### src/rtl/ad_nios_interval_timer_ctrl_pkg.sv
// Shared constants for the Nios interval timer: register map, bit positions
// within STATUS/CONTROL, and the controller state encoding.
package ad_nios_timer_pkg;

    localparam logic [2:0] ADDR_STATUS   = 3'd0;
    localparam logic [2:0] ADDR_CONTROL  = 3'd1;
    localparam logic [2:0] ADDR_PERIOD   = 3'd2;
    localparam logic [2:0] ADDR_PRESCALE = 3'd3;
    localparam logic [2:0] ADDR_SNAPSHOT = 3'd4;

    localparam int STATUS_TO  = 0;
    localparam int STATUS_RUN = 1;

    localparam int CTRL_ITO   = 0;
    localparam int CTRL_CONT  = 1;
    localparam int CTRL_START = 2;
    localparam int CTRL_STOP  = 3;

    typedef enum logic {
        ST_IDLE = 1'b0,
        ST_RUN  = 1'b1
    } state_e;

endpackage

### src/rtl/ad_nios_interval_timer_ctrl_if.sv
// Nios peripheral slave bus: register select, strobes, write data and the
// registered read data returned by the peripheral.
interface ad_nios_interval_timer_ctrl_if #(
    parameter int WIDTH = 16
);
    logic [2:0]       address;
    logic             chipselect;
    logic             write;
    logic [WIDTH-1:0] writedata;
    logic             read;
    logic [WIDTH-1:0] readdata;

    modport master (
        output address, chipselect, write, writedata, read,
        input  readdata
    );

    modport slave (
        input  address, chipselect, write, writedata, read,
        output readdata
    );
endinterface

### src/rtl/ad_nios_interval_timer_ctrl_prescaler.sv
// Clock divider for the timer: emits one tick every (div+1) enabled clocks.
// A clear restarts the division so a freshly started interval is exact.
module ad_nios_timer_prescaler #(
    parameter int PRESCALE_W = 8
) (
    input  logic                  clk,
    input  logic                  reset,
    input  logic                  clr,
    input  logic                  en,
    input  logic [PRESCALE_W-1:0] div,
    output logic                  tick
);

    logic [PRESCALE_W-1:0] cnt_q;
    logic [PRESCALE_W-1:0] cnt_d;

    assign tick = en && (cnt_q == div);

    always_comb begin
        cnt_d = cnt_q;
        if (clr) begin
            cnt_d = '0;
        end else if (tick) begin
            cnt_d = '0;
        end else if (en) begin
            cnt_d = cnt_q + PRESCALE_W'(1);
        end
    end

    always_ff @(posedge clk) begin
        if (reset) begin
            cnt_q <= '0;
        end else begin
            cnt_q <= cnt_d;
        end
    end

endmodule

### src/rtl/ad_nios_interval_timer_ctrl.sv
// Interval timer controller: bus register file, IDLE/RUN sequencer and the
// down-counter with reload, timeout flag, expiry pulse and interrupt.
module ad_nios_interval_timer_ctrl
    import ad_nios_timer_pkg::*;
#(
    parameter int WIDTH      = 16,
    parameter int PRESCALE_W = 8
) (
    input  logic                         clk,
    input  logic                         reset,
    ad_nios_interval_timer_ctrl_if.slave bus,
    output logic                         irq,
    output logic                         timeout_pulse
);

    state_e                state_q, state_d;
    logic [WIDTH-1:0]      period_q, count_q, snapshot_q, readdata_q;
    logic [PRESCALE_W-1:0] prescale_q;
    logic                  ito_q, cont_q, to_q, pulse_q;

    logic             wr_en, rd_en, ctrl_wr, start_req, stop_req;
    logic             running, tick, expire, load_count, dec_count;
    logic [WIDTH-1:0] rd_mux;

    assign wr_en     = bus.chipselect && bus.write;
    assign rd_en     = bus.chipselect && bus.read;
    assign ctrl_wr   = wr_en && (bus.address == ADDR_CONTROL);
    assign start_req = ctrl_wr && bus.writedata[CTRL_START];
    assign stop_req  = ctrl_wr && bus.writedata[CTRL_STOP];
    assign running   = (state_q == ST_RUN);

    ad_nios_timer_prescaler #(
        .PRESCALE_W(PRESCALE_W)
    ) u_prescaler (
        .clk   (clk),
        .reset (reset),
        .clr   (start_req && !stop_req),
        .en    (running),
        .div   (prescale_q),
        .tick  (tick)
    );

    always_ff @(posedge clk) begin
        if (reset) begin
            state_q <= ST_IDLE;
        end else begin
            state_q <= state_d;
        end
    end

    // STOP outranks both START and a coincident expiry.
    always_comb begin
        state_d = state_q;
        case (state_q)
            ST_IDLE: if (start_req && !stop_req) state_d = ST_RUN;
            ST_RUN: begin
                if (stop_req)                state_d = ST_IDLE;
                else if (start_req)          state_d = ST_RUN;
                else if (expire && !cont_q)  state_d = ST_IDLE;
            end
            default: state_d = ST_IDLE;
        endcase
    end

    // A restart swallows any expiry landing on the same edge.
    always_comb begin
        expire     = running && tick && (count_q == '0) && !stop_req && !start_req;
        dec_count  = running && tick && (count_q != '0) && !stop_req && !start_req;
        load_count = (start_req && !stop_req) || expire;
    end

    always_ff @(posedge clk) begin
        if (reset) begin
            count_q <= '0;
        end else if (load_count) begin
            count_q <= period_q;
        end else if (dec_count) begin
            count_q <= count_q - WIDTH'(1);
        end
    end

    always_ff @(posedge clk) begin
        if (reset) begin
            period_q   <= '0;
            prescale_q <= '0;
            snapshot_q <= '0;
            ito_q      <= 1'b0;
            cont_q     <= 1'b0;
            to_q       <= 1'b0;
            pulse_q    <= 1'b0;
        end else begin
            pulse_q <= expire;
            if (expire) begin
                to_q <= 1'b1;
            end else if (wr_en && bus.address == ADDR_STATUS) begin
                to_q <= 1'b0;
            end
            if (ctrl_wr) begin
                ito_q  <= bus.writedata[CTRL_ITO];
                cont_q <= bus.writedata[CTRL_CONT];
            end
            if (wr_en && bus.address == ADDR_PERIOD)   period_q   <= bus.writedata;
            if (wr_en && bus.address == ADDR_PRESCALE) prescale_q <= bus.writedata[PRESCALE_W-1:0];
            if (wr_en && bus.address == ADDR_SNAPSHOT) snapshot_q <= count_q;
        end
    end

    always_comb begin
        rd_mux = '0;
        case (bus.address)
            ADDR_STATUS: begin
                rd_mux[STATUS_TO]  = to_q;
                rd_mux[STATUS_RUN] = running;
            end
            ADDR_CONTROL: begin
                rd_mux[CTRL_ITO]  = ito_q;
                rd_mux[CTRL_CONT] = cont_q;
            end
            ADDR_PERIOD:   rd_mux = period_q;
            ADDR_PRESCALE: rd_mux = WIDTH'(prescale_q);
            ADDR_SNAPSHOT: rd_mux = snapshot_q;
            default:       rd_mux = '0;
        endcase
    end

    always_ff @(posedge clk) begin
        if (reset) begin
            readdata_q <= '0;
        end else if (rd_en) begin
            readdata_q <= rd_mux;
        end
    end

    assign bus.readdata  = readdata_q;
    assign irq           = to_q && ito_q;
    assign timeout_pulse = pulse_q;

endmodule
### src/flat_wrapper.sv
// flat-port wrapper written by rule: the top's interface ports become plain ports
module ad_nios_interval_timer_ctrl_flat import ad_nios_timer_pkg::*;
#(
    parameter int WIDTH      = 16,
    parameter int PRESCALE_W = 8
)
  (clk, reset, irq, timeout_pulse, bus_address, bus_chipselect, bus_write, bus_writedata, bus_read, bus_readdata);
  ad_nios_interval_timer_ctrl_if #(.WIDTH(WIDTH)) bus_i ();
  input  logic clk;
  input  logic reset;
  output logic irq;
  output logic timeout_pulse;
  input wire logic [$bits(bus_i.address)-1:0] bus_address;
  input wire logic [$bits(bus_i.chipselect)-1:0] bus_chipselect;
  input wire logic [$bits(bus_i.write)-1:0] bus_write;
  input wire logic [$bits(bus_i.writedata)-1:0] bus_writedata;
  input wire logic [$bits(bus_i.read)-1:0] bus_read;
  output wire logic [$bits(bus_i.readdata)-1:0] bus_readdata;
  assign bus_i.address = bus_address;
  assign bus_i.chipselect = bus_chipselect;
  assign bus_i.write = bus_write;
  assign bus_i.writedata = bus_writedata;
  assign bus_i.read = bus_read;
  assign bus_readdata = bus_i.readdata;
  ad_nios_interval_timer_ctrl #(.WIDTH(WIDTH), .PRESCALE_W(PRESCALE_W)) u_core (.clk(clk), .reset(reset), .bus(bus_i), .irq(irq), .timeout_pulse(timeout_pulse));
endmodule
### config.mk
export PLATFORM = sky130hd
export DESIGN_NAME = ad_nios_interval_timer_ctrl_flat
export DESIGN_NICKNAME = d
export VERILOG_FILES = /design/src/rtl/ad_nios_interval_timer_ctrl_pkg.sv /design/src/rtl/ad_nios_interval_timer_ctrl_if.sv /design/src/rtl/ad_nios_interval_timer_ctrl_prescaler.sv /design/src/rtl/ad_nios_interval_timer_ctrl.sv /design/src/flat_wrapper.sv
export SDC_FILE = /design/constraint.sdc
export NUM_CORES = 1
export LEC_CHECK = 0
export ABC_CLOCK_PERIOD_IN_PS = 2440
export CAP_MARGIN = 10
export CORE_AREA = 4 4 121 123
export CTS_CLUSTER_DIAMETER = 120
export DETAILED_ROUTE_END_ITERATION = 8
export DIE_AREA = 0 0 125 127
export GPL_TIMING_DRIVEN = 0
export SLEW_MARGIN = 40
export SYNTH_ARGS = -nofsm -noshare
export SYNTH_HDL_FRONTEND = slang
export SYNTH_SLANG_ARGS = --single-unit
### constraint.sdc
create_clock -name clk -period 2.44 [get_ports clk]
set_clock_uncertainty 0.15 [all_clocks]
set_input_delay 0.732 -clock clk [delete_from_list [all_inputs] [get_ports clk]]
set_output_delay 0.732 -clock clk [all_outputs]
set_load 0.01 [all_outputs]
* Yosys cells after proc, flatten, opt, wreduce, memory -nomap -nowiden
Index checks and enable logic that the tools add are counted.
** Word-level totals
- Register bits :: 85
- Bits of input ports :: 24
- Output and inout port bits :: 18
- Logic and storage cells :: 60
** Cells by class
- Add/sub/neg operators :: 2
- Equality and inequality tests :: 5
- Mux-type cells :: 11
- Bitwise logic cells :: 1
- Reductions and logical operators :: 30
** Operators with widths (count)
- $pmux 14 s3 :: 1
- $mux 16 :: 2
- $logic_and 1x1->1 :: 20
- $logic_not 16->1 :: 1
- $reduce_bool 16->1 :: 1
- $sub 16x1->16 const B :: 1
- $pmux 2 s5 :: 1
- $add 8x1->8 const B :: 1
- $eq 8x8->1 :: 1
- $eq 3x2->1 const B :: 2
- $mux 1 :: 6
- $reduce_bool 2->1 :: 2
- $eq 3x1->1 const B :: 1
- $eq 3x3->1 const B :: 1
- $logic_not 1->1 :: 3
- $logic_not 3->1 :: 1
- $reduce_or 3->1 :: 1
- $pmux 1 s2 :: 1
- $logic_or 1x1->1 :: 1
- $not 1->1 :: 1

* Depth between registers and ports, before layout
Gate-level depths: netlist (run 1).
- Word-level depth :: 11
- Mapped depth :: 8
- Gate-level depth less buffers :: 8

* Hierarchy
A second synthesis (run 1) with hierarchy kept.
** Unflattened totals
- Cells, all modules :: 493
- Area total of the unflattened synthesis :: 3943.8 sq um
** Modules (own cells, without submodules)
- ad_nios_interval_timer_ctrl :: times used 1, cells each 444, area an instance 3499.6 sq um, seq. area each 1541.5 sq um
- ad_nios_timer_prescaler :: times used 1, cells each 49, area an instance 444.2 sq um, seq. area each 160.2 sq um

* Least setup slack after synthesis (run 1)
No wires, ideal clock.
- Path type :: input-to-reg
- From :: input bus_address[2]
- To :: register u_core.count_q[8]
- Setup time :: 0.122 ns
- Arrival :: 2.205 ns
- Required time :: 2.168 ns
- Setup slack :: -0.037 ns
- Stages on the path :: 7
- Buffers on the path :: 1
- Cell sequence :: nand3b_4 > or4b_4 > and4_4 > buf_6 > nand2_4 > a21oi_4 > a221o_1
** On the way
- Cells in the longest elaborated chain, start to end :: 8
- Elaborated cells on any way between the ends :: 14
- Classes of those cells :: eq/ne: 1; mux: 1; reduce/logical: 12
** RTL lines
- start: declaration :: RTL line flat_wrapper.sv:13 : input wire logic [$bits(bus_i.address)-1:0] bus_address;
- $eq 3x1->1 (*) :: RTL line ad_nios_interval_timer_ctrl.sv:27 : assign ctrl_wr = wr_en && (bus.address == ADDR_CONTROL);
- $logic_and 1x1->1 (*) :: RTL line ad_nios_interval_timer_ctrl.sv:27
- $logic_and 1x1->1 :: RTL line ad_nios_interval_timer_ctrl.sv:29 : assign stop_req = ctrl_wr && bus.writedata[CTRL_STOP];
- $logic_not 1->1 :: RTL line ad_nios_interval_timer_ctrl.sv:67, ad_nios_interval_timer_ctrl.sv:68, ad_nios_interval_timer_ctrl.sv:69
- $logic_and 1x1->1 (2 in series) :: RTL line ad_nios_interval_timer_ctrl.sv:67 : expire = running && tick && (count_q == '0) && !stop_req && !start_req;
- $logic_or 1x1->1 :: RTL line ad_nios_interval_timer_ctrl.sv:69 : load_count = (start_req && !stop_req) || expire;
- $mux 16 or $reduce_bool 2->1 (tied branches)
- end signal: assignment :: RTL line ad_nios_interval_timer_ctrl.sv:76 : count_q <= period_q;
- end signal: assignment :: RTL line ad_nios_interval_timer_ctrl.sv:78 : count_q <= count_q - WIDTH'(1);
- end: declaration :: RTL line ad_nios_interval_timer_ctrl.sv:17 : logic [WIDTH-1:0] period_q, count_q, snapshot_q, readdata_q;
Every way passes the cells marked *; elsewhere a longest branch is shown, timed or not.
A chain may end at the register's enable or synchronous reset.

* Worst setup path after layout (run 1)
- From :: input bus_address[2]
- To :: register u_core.count_q[2]
The elaborated chain is that of the path after synthesis.

==> results list, run 1 <==
* First-pass iteration count of the detailed router: 5
* Clock tree from TritonCTS: built
* Post-place setup slack: -0.958 ns
* Initial DRC Count: 291
- Summed over all nets, the half-perimeter wirelength after detailed placement is slightly below 9000 um.
- Post-synth net total: 498
* Number of top-level pins: 42
* H-tree depth: 3
- Setup Crit Path Kind: in2reg
- The later pin in the worst-skew pair is clocked with a latency of approximately 0.34 ns.
* Number of inserted diodes: 0
- Maximum number of buffers from clock root to sink: 2
* Tightest slew margin relative to the limit: about three fifths
- For the pin with the worst max-slew slack, the measured transition is around 0.58 ns.
* Proportion of synthesized chip area in sequential cells: approximately 43%
* Post-cts hold buffer count: 0
- Buffers inserted during clock tree synthesis total 9.
* Per-cell via count in the routed design: around 5.4
- Final standard cell count with taps included and fillers excluded: between 700 and 800
* Critical path data arrival time: 2.46 ns
- In the routed design, unresolved DRC markers number 0.
- R2R setup slack: around 0.09 ns
* Overall die area: 0.0159 mm2
- CTS root buffer: clkbuf_16
- Run status: complete, no violations
- Largest vdd supply drop: 0.000315 V
- The worst setup path is launched from an input pin.
- WL/cell: 16.9 um
* Share of the clock period used by the worst path after layout: between 90 and 100%
- Across the run, the number of max-cap violations was 0.
* Overall global routing resource usage: between 15 and 20%
* Static leakage: around 1.9 nW
- The most used flip-flop cell after synthesis is dfxtp_1.
- Synthesized area: approximately 0.004 mm2
- Routability Congestion: ~0.9
- Count of unique library cells instantiated by Yosys: 60
* Largest net degree at the start of global routing: 14
- Maximum fanout count along the critical path: 9
- Clock-pin slew was measured on the worst setup and hold paths at approximately 0.06 ns.
* Top library cells by usage in the layout, fill and taps aside: 83 x nand2_1, 83 x dfxtp_1, 48 x a21oi_1, 44 x nor2_1, 34 x clkdlybuf4s50_1
* Setup violators final: 0
- The net count of the finished layout is 555.
- The detail route stage leaves a number of antenna-violating nets equal to 0.
- Highest achievable clock rate: roughly 420 MHz
* Largest cells by area after synthesis: dfxtp_1 43%, nand2_1 7.8%, a21oi_1 6.0%
* Post-synth EDFFs: 0
- Fraction of final layout cells sized beyond drive strength 1: 14.7%
* Data required time of the worst path: between 2 and 3 ns
* Area overhead of the layout relative to synthesis: 27.7%
* Hold Crit Class: reg2reg
- Antenna violations before repair: 0
- Nature of the critical path endpoint: flop
- Max-slew violations: 0
- Counting the fill cells in the layout gives between 1000 and 1500.
- Synthesized area divided by synthesized cell count: 8.46 um2
* Final Core Density: approximately 37%
* Total gr overflow: 0
- Placed cell count: 692
* Detailed-route via count: around 3800
- Share of flip-flops with an asynchronous set or reset: 0%
* Wire length of the first global-routing pass: slightly below 20000 um
- Starting density of the core: approximately 30%
- Placeable core region: 0.0137 mm2
- Die height: around 130 um
* Power per cell area: around 600 mW/mm2
* Final Hold Viols: 0
- Subtracting the final worst setup slack from the clock period gives 2.38 ns.
- Area share of the largest cell type after synthesis: a little over two fifths
- In the synthesized netlist, the number of instances is about 470.
- The number of global-route vias before repair was approximately 3700.
- The die is ~130 um wide.
* Setup tns final: 0 ns
- Total clock sinks: 85
* Routed Wire Length: roughly 12000 um
- The floorplan has 43 rows.
- Across all hold checks on the routed design, the worst slack comes to between 0.3 and 0.4 ns.
- In this run, synthesis produced a sequential element count of between 80 and 90.
- During placement, the flow inserted port buffers numbering 41.
- Synth warn: 0
* Final critical-path setup slack: roughly 0.056 ns
- Cell type with the highest aggregate area in the netlist: dfxtp_1
-- synth_stat cells (2+ instances only) --
master	number
nand2_1	83
a21oi_1	48
nor4_1	4
inv_1	4
nand3b_1	3
o21ai_0	6
mux2_2	6
or3_1	4
buf_1	2
o211a_1	2
nand2b_1	4
nor2_1	46
and3_1	4
a22o_1	8
a221o_1	9
mux2i_1	14
o211ai_1	2
a22oi_1	11
xnor2_1	8
nand3_1	11
nor4b_1	2
clkbuf_1	18
nor3b_2	2
o22ai_1	2
dfxtp_1	85
ha_1	3
a211o_1	2
xor2_1	7
and2_1	2
nand4_1	6
buf_2	4
nor3_1	18
or2_2	2
nor2b_1	5
a221oi_1	6
and4_1	4
-- worst max-delay path, stage by stage --
cell	delay, ns
buf_4	0.14
nand3b_4	0.16
or4b_4	0.57
and4_4	0.29
nand2_8	0.09
a21oi_4	0.08
a221o_1	0.37
-- cell type report --
cell class	count	area (um2)	area share [%]
timing repair buffer	47	439	8.63
tap	180	225	4.43
clock buffer	12	267	5.24
clock inverter	3	43.8	0.861
inverter	4	15.0	0.295
multi-input combinational	357	2280	44.9
buffer	24	111	2.19
sequential	85	1700	33.5
-- cells by family after synthesis --
logic type / count (synthesis) / share of synthesized area, %
AND/OR/NAND/NOR: 211 / 26.4
AO/OA/AOI/OAI: 107 / 18.2
flip-flops: 85 / 42.7
buffers and inverters: 30 / 3.17
multiplexers: 20 / 5.21
XOR/XNOR: 15 / 3.30
adder cells (fa/ha/maj): 3 / 0.942
-- layer usage --
layer	vias up	global-route usage, %	part of all wire (%)
met3	16	3.47	6.8
met1	1863	20.7	46
met2	140	23.8	46
li1	1805	-	-
met5	-	0	0
met4	0	4.72	1.5
-- what timing repair did --
item                       CTS  global route
setup buffers                5             1
pin swaps                    9             7
gates cloned                 1             0
setup endpoints to repair   79            43
resized for setup           39            25
-- registers in the layout, summed over array words and instances, names as in the netlist --
name / flops
u_core.ito_q: 1
u_core.count_q: 16
u_core.running: 1
u_core.cont_q: 1
u_core.bus.readdata: 16
u_core.snapshot_q: 16
u_core.prescale_q: 8
u_core.period_q: 16
u_core.u_prescaler.cnt_q: 8
u_core.to_q: 1
u_core.timeout_pulse: 1
-- worst paths after layout --
path | start | endpoint | cells after the start
max reg2reg | u_core.count_q[0] | u_core.count_q[4] | 8
max | bus_address[2] | u_core.count_q[2] | 7
min | u_core.snapshot_q[13] | u_core.snapshot_q[13] | 2
min reg2reg | u_core.snapshot_q[13] | u_core.snapshot_q[13] | 2
-- per-stage QoR --
stage	cell area, um2	power (mW)
floorplan	3980	1.53
global placement	4620	1.63
detailed placement	4620	1.63
CTS	5040	3.06
global route	5090	3.14
finish	5090	3.04
-- where the power goes --
group,leakage [nW],internal [mW],total (mW),switching (mW)
clock network,0.155,0.871,1.43,0.555
logic,1.08,0.0846,0.201,0.116
registers,0.687,1.40,1.41,0.0107
total,1.92,2.36,3.04,0.682
Power figures use the tool's default switching activity.
==> run 2: changes to the inputs <==
- ABC_CLOCK_PERIOD_IN_PS: 2440 -> 2050
- clock period: 2.44 -> 2.05 ns (I/O delays scaled with it)
==> run 2 against run 1 <==
Via count increased by 3.0%; critical path depth increased by 2; the flow now finishes with violations (negative setup slack); design area increased by 6.8%.
==> results list, run 2 (same netlist as run 1, synthesis figures left out) <==
- The antenna diode count came to 0 (unchanged).
- The largest net degree at the start of global routing came to 16 (+2).
- STA classifies the critical path endpoint as a flop.
- Per-cell via count in the routed design: 5.35 (-0.40%)
- The post-route cell area came to 0.00543 mm2 (+6.8%).
- Share of the clock period used by the worst path after layout: 108%
- Number of global-route vias before repair: 3666 (-0.38%)
- The post-place instance area is 0.00463 mm2 (+0.19%).
- Starting density of the core: 29.2% (unchanged)
* Initial DRC Count: 357 (+23%)
- The worst hold path belongs to the class reg2reg.
* Leading cell type in the layout, fill and taps excluded: nand2_1
- Violations in the final reports: negative setup slack
- The sum of net half-perimeters after detailed placement is 8900 um (+0.64%).
- Detailed-route via count: 3937 (+3.0%)
- Fraction of final layout cells sized beyond drive strength 1: 24.5% (+9.8 points)
- Overall die area: 0.0159 mm2 (unchanged)
- Setup violators final: 18 (+18)
- The net count reported at finish came to 578 (+4.1%).
- The total of max-cap violations was 0 (unchanged).
- The setup TNS after final layout came to -1.78 ns (-1.78 ns).
- The flow ran to the end, but the final reports show violations.
- Tightest slew margin relative to the limit: 62.0% (+0.58 points)
- The clock sink count is 85 (unchanged).
- Worst skew pair latency: 0.34 ns (about the same)
- The count of unresolved DRC violations after routing is 0 (unchanged).
- The x dimension of the die was 125 um (unchanged).
- The critical path in this run is classified as in2reg.
- The worst endpoint data arrival time came to 2.29 ns (-0.17 ns).
- Routability Congestion: 0.900 (-0.11%)
- Setup repair after global routing missed its margin: true
* Power per cell area: 647 mW/mm2 (+8.4%)
- The row count was 43 (unchanged).
- Antenna violations before repair: 0 (unchanged)
- Buffers on Ports: 41 (unchanged)
* Largest vdd supply drop: 0.000370 V (+17%)
- Routed Wire Length: 12900 um (+7.3%)
- The number of nets still failing antenna checks after routing was 0 (unchanged).
- Maximum number of buffers from clock root to sink: 2 (unchanged)
- CP startpoint kind: input pin
* Static leakage: 2.10 nW (+9.5%)
* Final critical-path setup slack: -0.166 ns (-0.222 ns)
* Overall global routing resource usage: 15.7% (+0.55 points)
- In the layout the commonest cells are 81 x nand2_1, 72 x dfxtp_1, 46 x a21oi_1, 41 x nor2_1, 33 x clkdlybuf4s50_1.
- The clock buffer count from CTS is 9 (unchanged).
- The required time at the worst-slack endpoint is 2.12 ns (-0.40 ns).
* WL/cell: 17.6 um (+3.8%)
- The first-pass GRT wire length came to 20000 um (+3.1%).
- Clock tree from TritonCTS: built
- The filler cell count came to 1379 (-2.7%).
- The count of final max-slew check failures came to 0 (unchanged).
- The worst setup timing slack at the placement stage came to -1.27 ns (-0.307 ns).
- Die height: 127 um (unchanged)
- The clock transition time at the flip-flop clock pins of the worst setup and hold paths was 0.06 ns (about the same).
- The largest fanout on the critical path came to 5 (-4).
- Post-cts hold buffer count: 0 (unchanged)
- The cell sitting at the root of the clock tree is a clkbuf_16.
- Number of top-level pins: 42 (unchanged)
- The transition time at the pin with the least slew margin came to 0.568 ns (-0.00872 ns).
* H-tree depth: 3 (unchanged)
- The final count of hold timing violations came to 0 (unchanged).
* Shortest period the worst path allows: approximately 2.2 ns
- Total gr overflow: 0 (unchanged)
- First-pass iteration count of the detailed router: 7 (+2)
- Placeable core region: 0.0137 mm2 (unchanged)
- Highest achievable clock rate: around 450 MHz
- Area overhead of the layout relative to synthesis: 36.4%
-- run 2: cell count changes in the layout (fill, tap and decap cells not counted), sizes merged --
cell / change
clkdlybuf4s15: +1
bufinv: -1
inv: +1
dlygate4sd2: +1
buf: +25
clkinv: +3
clkdlybuf4s50: -1
clkbuf: -5
-- run 2: what timing repair did --
action | CTS | global route
endpoints found under the setup margin | 86 | 62
buffers inserted | 21 | 12
pin swaps | 32 | 30
resized for setup | 78 | 46
cloned | 1 | 0
endpoints found under the hold margin | 0 | 0
-- run 2: worst paths after layout --
| kind | startpoint | endpoint | slack (ns) | cells after the start |
|---|---|---|---|---|
| setup / recovery | bus_address[2] | u_core.count_q[11] | -0.17 | 9 |
| hold / removal | u_core.snapshot_q[8] | u_core.snapshot_q[8] | 0.30 | 2 |
| setup reg to reg | u_core.count_q[4] | u_core.count_q[12] | -0.12 | 6 |
| hold reg to reg | u_core.snapshot_q[8] | u_core.snapshot_q[8] | 0.30 | 2 |
-- run 2: cell type report --
type	count	area, um2	share of cell area [%]
Clock buffer	10	239	4.40
Sequential cell	85	1720	31.6
Inverter	4	15.0	0.276
Clock inverter	6	47.5	0.875
Buffer	21	118	2.16
Timing Repair Buffer	73	674	12.4
Multi-Input combinational cell	357	2400	44.1
Tap cell	180	225	4.15
-- run 2: worst max-delay path, stage by stage --
cell	delay, ns
buf_8	0.09
nand3b_4	0.15
buf_4	0.14
buf_6	0.12
nor3b_4	0.23
and3b_2	0.35
nor2_4	0.09
o211a_1	0.23
a221o_1	0.25
-- run 2: metrics by stage --
step	hold slack [ns]	power, mW	util (%)	std cells
2_1_floorplan	0.286	1.82	-	471
3_3_place_gp	0.296	1.94	33.9	692
3_5_place_dp	0.298	1.94	33.9	692
4_1_cts	0.306	3.53	38.2	728
5_1_grt	0.329	3.63	39.8	736
6_report	0.304	3.52	39.8	736
-- run 2: layer usage --
metal  track usage (%)  share of wire (%)  vias up
li1                  -                  -     1862
met1              20.6                 44     1900
met2              26.1                 47      155
met3              4.39                7.2       20
met4              3.19                1.2        0
met5                 0                  0        -
-- run 2: power breakdown --
part           leakage (nW)  total [mW]  switching, mW  internal (mW)
Combinational          1.27       0.265          0.146          0.120
Clock                 0.144        1.57          0.706          0.865
Sequential            0.693        1.68         0.0138           1.67
